`config.mk`:
```
export PLATFORM = sky130hd
export DESIGN_NAME = inbuf_dout_word_serializer_flat
export DESIGN_NICKNAME = d
export VERILOG_FILES = /design/src/rtl/inbuf_dout_word_serializer_pkg.sv /design/src/rtl/inbuf_dout_word_serializer_if.sv /design/src/rtl/inbuf_dout_word_serializer.sv /design/src/flat_wrapper.sv
export SDC_FILE = /design/constraint.sdc
export NUM_CORES = 2
export LEC_CHECK = 0
export CELL_PAD_IN_SITES_DETAIL_PLACEMENT = 1
export CELL_PAD_IN_SITES_GLOBAL_PLACEMENT = 1
export CORE_AREA = 2 2 472 474
export DETAILED_ROUTE_END_ITERATION = 8
export DIE_AREA = 0 0 474 476
export PLACE_DENSITY_LB_ADDON = 0.1
export SLEW_MARGIN = 10
export SYNTH_ARGS = -nofsm -noshare
export SYNTH_HDL_FRONTEND = slang
export SYNTH_SLANG_ARGS = --single-unit
```
`constraint.sdc`:
```
create_clock -name clk_i -period 69.6 [get_ports clk_i]
set_input_delay 13.92 -clock clk_i [delete_from_list [all_inputs] [get_ports clk_i]]
set_output_delay 13.92 -clock clk_i [all_outputs]
set_load 0.02 [all_outputs]
```
`src/rtl/inbuf_dout_word_serializer_pkg.sv`:
```
// inbuf_dout_word_serializer_pkg: beat/word geometry shared by the input-buffer side and the serializer.
package inbuf_dout_word_serializer_pkg;
  localparam int MAX_CHANNEL_NUM = 128;
  localparam int PIX_W = 9;
  localparam int WORD_W = 32;
  localparam int BEAT_W = MAX_CHANNEL_NUM * PIX_W;
  localparam int WORDS = (BEAT_W + WORD_W - 1) / WORD_W;
  localparam int IDX_W = $clog2(WORDS);
endpackage

```
`src/rtl/inbuf_dout_word_serializer_if.sv`:
```
// inbuf_dout_word_serializer_if: beat input and word output handshakes of the serializer.
interface inbuf_dout_word_serializer_if;
  import inbuf_dout_word_serializer_pkg::*;
  logic flush;
  logic [BEAT_W-1:0] inbuf_dout;
  logic inbuf_dout_vld;
  logic inbuf_dout_rdy;
  logic [WORD_W-1:0] word;
  logic word_vld;
  logic word_rdy;
  logic [IDX_W-1:0] word_idx;
  logic word_last;
  logic [1:0] occupancy;
  modport slave (
    input flush, inbuf_dout, inbuf_dout_vld, word_rdy,
    output inbuf_dout_rdy, word, word_vld, word_idx, word_last, occupancy
  );
  modport master (
    output flush, inbuf_dout, inbuf_dout_vld, word_rdy,
    input inbuf_dout_rdy, word, word_vld, word_idx, word_last, occupancy
  );
endinterface

```
`src/rtl/inbuf_dout_word_serializer.sv`:
```
// inbuf_dout_word_serializer: double-buffered beat store drained as WORD_W-bit words, word 0 first.
module inbuf_dout_word_serializer
  import inbuf_dout_word_serializer_pkg::*;
(
  input logic clk_i,
  input logic rst_i,
  inbuf_dout_word_serializer_if.slave bus
);
  logic [BEAT_W-1:0] slot [2];
  logic [WORDS*WORD_W-1:0] cur;
  logic wr_ptr, rd_ptr, acc, hs, last, vld;
  logic [1:0] cnt;
  logic [IDX_W-1:0] idx;
  assign vld = cnt != 2'd0;
  assign last = idx == IDX_W'(WORDS - 1);
  assign bus.inbuf_dout_rdy = cnt != 2'd2 && !rst_i && !bus.flush;
  assign acc = bus.inbuf_dout_vld && bus.inbuf_dout_rdy;
  assign hs = vld && bus.word_rdy && !bus.flush;
  // zero-extend so a partial top word reads its unused bits as 0
  assign cur = (WORDS*WORD_W)'(slot[rd_ptr]);
  assign bus.word = vld ? cur[idx*WORD_W +: WORD_W] : '0;
  assign bus.word_vld = vld;
  assign bus.word_idx = idx;
  assign bus.word_last = vld && last;
  assign bus.occupancy = cnt;
  always_ff @(posedge clk_i)
    if (acc) slot[wr_ptr] <= bus.inbuf_dout;
  always_ff @(posedge clk_i or posedge rst_i)
    if (rst_i) begin
      cnt <= '0;
      wr_ptr <= 1'b0;
      rd_ptr <= 1'b0;
      idx <= '0;
    end else if (bus.flush) begin
      cnt <= '0;
      wr_ptr <= 1'b0;
      rd_ptr <= 1'b0;
      idx <= '0;
    end else begin
      if (acc) wr_ptr <= ~wr_ptr;
      if (hs) idx <= last ? '0 : idx + 1'b1;
      if (hs && last) rd_ptr <= ~rd_ptr;
      cnt <= cnt + 2'(acc) - 2'(hs && last);
    end
endmodule

```
`src/flat_wrapper.sv`:
```
// flat-port wrapper written by rule: the top's interface ports become plain ports
module inbuf_dout_word_serializer_flat import inbuf_dout_word_serializer_pkg::*;
  (clk_i, rst_i, bus_flush, bus_inbuf_dout, bus_inbuf_dout_vld, bus_word_rdy, bus_inbuf_dout_rdy, bus_word, bus_word_vld, bus_word_idx, bus_word_last, bus_occupancy);
  inbuf_dout_word_serializer_if bus_i ();
  input logic clk_i;
  input logic rst_i;
  input wire logic [$bits(bus_i.flush)-1:0] bus_flush;
  input wire logic [$bits(bus_i.inbuf_dout)-1:0] bus_inbuf_dout;
  input wire logic [$bits(bus_i.inbuf_dout_vld)-1:0] bus_inbuf_dout_vld;
  input wire logic [$bits(bus_i.word_rdy)-1:0] bus_word_rdy;
  output wire logic [$bits(bus_i.inbuf_dout_rdy)-1:0] bus_inbuf_dout_rdy;
  output wire logic [$bits(bus_i.word)-1:0] bus_word;
  output wire logic [$bits(bus_i.word_vld)-1:0] bus_word_vld;
  output wire logic [$bits(bus_i.word_idx)-1:0] bus_word_idx;
  output wire logic [$bits(bus_i.word_last)-1:0] bus_word_last;
  output wire logic [$bits(bus_i.occupancy)-1:0] bus_occupancy;
  assign bus_i.flush = bus_flush;
  assign bus_i.inbuf_dout = bus_inbuf_dout;
  assign bus_i.inbuf_dout_vld = bus_inbuf_dout_vld;
  assign bus_i.word_rdy = bus_word_rdy;
  assign bus_inbuf_dout_rdy = bus_i.inbuf_dout_rdy;
  assign bus_word = bus_i.word;
  assign bus_word_vld = bus_i.word_vld;
  assign bus_word_idx = bus_i.word_idx;
  assign bus_word_last = bus_i.word_last;
  assign bus_occupancy = bus_i.occupancy;
  inbuf_dout_word_serializer u_core (.clk_i(clk_i), .rst_i(rst_i), .bus(bus_i));
endmodule
```
Word level (Yosys, flattened, before mapping)
Memories as Yosys holds them, arrays and structs flattened.
Index checks and enable logic that the tools add are counted.
{"block": "totals", "reg_bits": 10, "ramBits": 2304, "in_bits": 1157, "output_inout_bits": 43, "word_cells": 37, "memories": 1}
{"name": "u_core.slot", "depth": 2, "word_bits": 1152, "read_ports": 1, "rd_ports_with_merged_regs": 0, "wr": 1, "line": "inbuf_dout_word_serializer.sv:9", "text": "logic [BEAT_W-1:0] slot [2];"}
{"block": "classes", "n_addsub": 3, "eq_ne": 2, "shift": 1, "muxes": 11, "bitwise_logic": 2, "reduce_logical": 13}
{"operator": "$shiftx A1152 B12 Y32", "n": 1}
{"operator": "$mux W32", "n": 1}
{"operator": "$mux W6", "n": 3}
{"operator": "$reduce_bool A2 Y1", "n": 4}
{"operator": "$logic_and A1 B1 Y1", "n": 7}
{"operator": "$add A6 B1 Y6 const B", "n": 1}
{"operator": "$eq A6 B6 Y1 const B", "n": 1}
{"operator": "$mux W1", "n": 6}
{"operator": "$add A2 B1 Y2", "n": 1}
{"operator": "$logic_not A1 Y1", "n": 2}
{"operator": "$mux W2", "n": 1}
{"operator": "$ne A2 B2 Y1 const B", "n": 1}
{"operator": "$not A1 Y1", "n": 2}
{"operator": "$sub A2 B1 Y2", "n": 1}

Longest topological paths before layout
{"block": "logic_depth", "ltp_word": 7, "depth_mapped": 11, "ltp_nobuf": 10}

Worst setup path before layout
No wires, ideal clock.
{"block": "synth_timing", "path_kind": "input port to flip-flop", "start": "in bus_flush", "end": "reg u_core.wr_ptr", "setup_ns": 0.242, "arrival_ns": 68.793, "required_ns": 69.358, "slack_ns": 0.565, "cell_stages": 4, "path_buffers": 0, "path_cell_list": "a211oi_1 -> and2_1 -> nor2b_1 -> or2_2"}
{"block": "synth_between", "elab_chain_cells": 4, "elab_cells_between_ends": 5, "cone_classes": "1 x mux; 4 x reduce/logical"}
{"item": "from (decl)", "line": "flat_wrapper.sv:7", "text": "input wire logic [$bits(bus_i.flush)-1:0] bus_flush;"}
{"item": "$logic_not A1 Y1", "line": "inbuf_dout_word_serializer.sv:16", "text": "assign bus.inbuf_dout_rdy = cnt != 2'd2 && !rst_i && !bus.flush;"}
{"item": "$logic_and A1 B1 Y1", "line": "inbuf_dout_word_serializer.sv:16"}
{"item": "$logic_and A1 B1 Y1", "line": "inbuf_dout_word_serializer.sv:17", "text": "assign acc = bus.inbuf_dout_vld && bus.inbuf_dout_rdy;"}
{"item": "$reduce_bool A2 Y1 (no line)"}
{"item": "to (signal assigned)", "line": "inbuf_dout_word_serializer.sv:40", "text": "if (acc) wr_ptr <= ~wr_ptr;"}
{"item": "to (decl)", "line": "inbuf_dout_word_serializer.sv:11", "text": "logic wr_ptr, rd_ptr, acc, hs, last, vld;"}
Parallel ways exist; a longest one is shown, timed or not.
A chain may end at the register's enable or synchronous reset.

Final worst setup path
{"block": "layout_timing", "start": "in bus_flush", "end": "out bus_inbuf_dout_rdy"}
{"block": "layout_between", "elab_chain_cells": 2}
{"item": "$logic_not A1 Y1", "line": "inbuf_dout_word_serializer.sv:16"}
{"item": "$logic_and A1 B1 Y1", "line": "inbuf_dout_word_serializer.sv:16"}
{"item": "to (decl)", "line": "flat_wrapper.sv:11", "text": "output wire logic [$bits(bus_i.inbuf_dout_rdy)-1:0] bus_inbuf_dout_rdy;"}
Every way passes these cells.

==> results.sh <==
export IMPL_switching_share=0.204
export IMPL_layout_area_overhead_vs_synth_pct=26.9
export IMPL_routedWlPerCell_um=35.5
export IMPL_cts_hold_buffers=0
export IMPL_worstMarginPinSlew_ns=1.20
export IMPL_syn_avg_cell_area_sq_um=23.4
export IMPL_seq_power_share=0.517
export IMPL_grt_antenna_before_repair=283
export IMPL_htreeDepth=5
export IMPL_hold_path_depth=2
export IMPL_whs_ns=0.613
export IMPL_critPathKind="in2out"
export IMPL_netlist_instances=3777
export IMPL_via_per_inst=5.48
export IMPL_comb_power_share=0.049
export IMPL_dp_hpwl_um=211000
export IMPL_cts_setup_buffers=0
export IMPL_setup_viol=0
export IMPL_finalHoldViolCount=0
export IMPL_gr_usage_met3=0.102
export IMPL_die_h_um=476
export IMPL_p_sw_uw=620
export IMPL_arrival_ns=15.80
export IMPL_port_buffers=1199
export IMPL_worst_path_buf_inv=2
export IMPL_dr_pass1_iters=6
export IMPL_yosys_warnings=0
export IMPL_worst_hold_path_type="reg2reg"
export IMPL_path_cells="clkdlybuf4s50_1 -> a211oi_1 -> clkdlybuf4s50_1"
export IMPL_max_clock_freq_mhz=33.6
export IMPL_clockPowerShare=0.435
export IMPL_min_period_ns=29.72
export IMPL_die_w_um=474
export IMPL_p_leak_nw=34.9
export IMPL_drt_wl_total_um=297000
export IMPL_grt_pass1_vias=48900
export IMPL_grtUsageMet1=0.306
export IMPL_crit_slowest_cell="clkdlybuf4s50_1"
export IMPL_num_rows=173
export IMPL_rsz0062_at_grt="no"
export IMPL_drive_gt1_frac=0.196
export IMPL_cap_violations=0
export IMPL_r2r_end="u_core.slot[1][934]"
export IMPL_synth_area_sq_um=88300
export IMPL_synth_edf_count=2304
export IMPL_synth_nets=4937
export IMPL_peakVddDrop_v=0.0000223
export IMPL_crit_top_cell="clkdlybuf4s50_1"
export IMPL_layout_nets=6287
export IMPL_initial_core_util=0.400
export IMPL_ys_seq_area_frac=0.786
export IMPL_cp_slowest_stage_delay_ns=0.78
export IMPL_async_reset_ff_frac=0.00432
export IMPL_cts_resized=0
export IMPL_clkLatencyLatePin_ns=0.95
export IMPL_p_int_mw=2.43
export IMPL_final_common_cell="edfxtp_1"
export IMPL_vias=45800
export IMPL_status="completed"
export IMPL_max_clock_path_buffers=4
export IMPL_relSlewSlack=0.201
export IMPL_grt_pass1_wl_um=398000
export IMPL_drt_antenna_violating_nets=0
export IMPL_mostFrequentLayoutCells="edfxtp_1 (2304), clkdlybuf4s50_1 (1199), mux4_2 (590)"
export IMPL_cp_top_family="buffers and inverters"
export IMPL_fin_tns_setup_ns=0
export IMPL_numCtsBuffers=275
export IMPL_grt_use_met2=0.432
export IMPL_min_delay_worst_endpoint="u_core.bus.occupancy[1]"
export IMPL_maxSlewViolCount=0
export IMPL_ioPinCount=1200
export IMPL_clk_pin_slew_ns=0.06
export IMPL_synth_flop_cell="edfxtp_1"
export IMPL_grt_overflow=0
export IMPL_finalCritPeriodShare=0.427
export IMPL_rrSetupSlack_ns=63.14
export IMPL_gp_congestion=0.798
export IMPL_synth_seq_cells=2314
export IMPL_cp_end_kind="primary output"
export IMPL_reg2reg_depth=8
export IMPL_crit_required_ns=55.68
export IMPL_powerDensity_nw_per_um2=27.2
export IMPL_grt_util_all_layers=0.260
export IMPL_r2r_start="u_core.bus.occupancy[0]"
export IMPL_grt_busiest_layer="met2"
export IMPL_clock_skew_ns=0.0637
export IMPL_die_area_sq_um=226000
export IMPL_ys_types=52
export IMPL_n_fill_cell=19700
export IMPL_drt_iter0_drc=3915
export IMPL_grt_max_degree=169
export IMPL_cp_max_fo=12
export IMPL_startpoint_type="input pin"
export IMPL_core_area_sq_um=221000
export IMPL_clock_sinks=2314
export IMPL_drc=0
export IMPL_hold_path_startpoint="u_core.bus.occupancy[1]"
export IMPL_cts_tree="built"
export IMPL_cts_root_buffer="clkbuf_16"
[worst min-delay path: stages, from the launching register on]
cell	delay (ns)
dfrtp_1	0.40
xnor2_1	0.13
nor2_1	0.04
[cell usage after synthesis, types with 4 or more instances]
cell type	n	share of area
nor3_1	9	0.00051
nand2b_1	6	0.00043
mux4_2	590	0.15
buf_2	67	0.0038
nor2b_1	15	0.0011
a2111oi_0	4	0.00040
a221oi_1	23	0.0023
nand2_1	122	0.0052
buf_6	9	0.0011
edfxtp_1	2304	0.78
or3_1	6	0.00043
o221ai_1	16	0.0016
a22oi_1	11	0.00094
buf_4	46	0.0039
a2111o_1	5	0.00064
clkbuf_1	59	0.0025
mux2i_1	134	0.015
nand3_1	16	0.00091
o311ai_0	5	0.00050
o21ai_0	46	0.0026
a31oi_1	5	0.00035
o22ai_1	29	0.0021
a211oi_1	19	0.0016
mux2_2	25	0.0032
a21oi_1	59	0.0033
dfrtp_1	10	0.0028
nor3b_1	4	0.00034
buf_1	22	0.00094
and2_1	10	0.00071
inv_1	5	0.00021
o2111ai_1	5	0.00050
nor2_1	50	0.0021
nand4_1	4	0.00028
a311oi_1	4	0.00040
o211ai_1	10	0.00085
[layer usage]
metal  wire length [um]  share of wire  vias up
met4              10300          0.035      216
met1             110000           0.37    24100
met5               1370         0.0046        -
met3              28300          0.095      714
met2             147000           0.50     1764
li1                   -              -    19000
[state kept, by name (all words and copies together), names as in the netlist]
| name | cells |
|---|---|
| u_core.slot | 2304 |
| u_core.bus.word_idx | 6 |
| u_core.bus.occupancy | 2 |
| u_core.rd_ptr | 1 |
| u_core.wr_ptr | 1 |
[per-stage QoR]
stage	instance area, sq um	util	instances	worst slack [ns]	power, mW
after floorplan	88300	-	3777	0.565	1.70
after global placement	104000	0.470	7825	39.82	1.75
after detailed placement	104000	0.470	7825	39.84	1.75
after CTS	112000	0.506	8280	39.84	3.08
after global routing	112000	0.507	8325	39.77	3.13
final	112000	0.507	8360	39.88	3.05
[power groups by stage]
| stage | Combinational [mW] | Clock [mW] | Sequential (mW) |
|---|---|---|---|
| after floorplan | 0.0425 | 0 | 1.66 |
| after global placement | 0.146 | 0 | 1.60 |
| after detailed placement | 0.149 | 0 | 1.60 |
| after CTS | 0.150 | 1.35 | 1.57 |
| after global routing | 0.156 | 1.40 | 1.58 |
| final | 0.148 | 1.32 | 1.58 |
[how the worst max path moves through the flow]
stage	start	end	slack (ns)	depth (start not counted)
2_1_floorplan	bus_flush	u_core.wr_ptr	0.57	4
3_3_place_gp	rst_i	bus_inbuf_dout_rdy	39.82	3
3_5_place_dp	bus_flush	bus_inbuf_dout_rdy	39.84	3
4_1_cts	bus_flush	bus_inbuf_dout_rdy	39.84	3
5_1_grt	bus_flush	bus_inbuf_dout_rdy	39.77	3
6_report	bus_flush	bus_inbuf_dout_rdy	39.88	3
[cell families (layout without fill, tap and decap cells)]
group           Yosys count  after routing  share of synthesized area
flops                  2314           2314                      0.786
mux                     749            749                      0.169
simple gates            251            251                     0.0128
compound gates          248            248                     0.0188
buf+inv                 209           1737                     0.0126
fa+ha+maj                 3              3                   0.000425
xor+xnor                  3              3                   0.000298
other cells               0             80                          0
[area by class of cell]
type / count / area (sq um) / area share
diodes: 80 / 200 / 0.00179
clock buffers: 357 / 7330 / 0.0654
clock inverters: 98 / 734 / 0.00655
inverters: 6 / 35.0 / 0.000313
multi-input cells: 1254 / 17800 / 0.159
flip-flops and latches: 2314 / 69500 / 0.620
well taps: 2975 / 3720 / 0.0332
repair buffers: 1276 / 12700 / 0.114
Note: power is estimated with default switching activity, not from simulation.
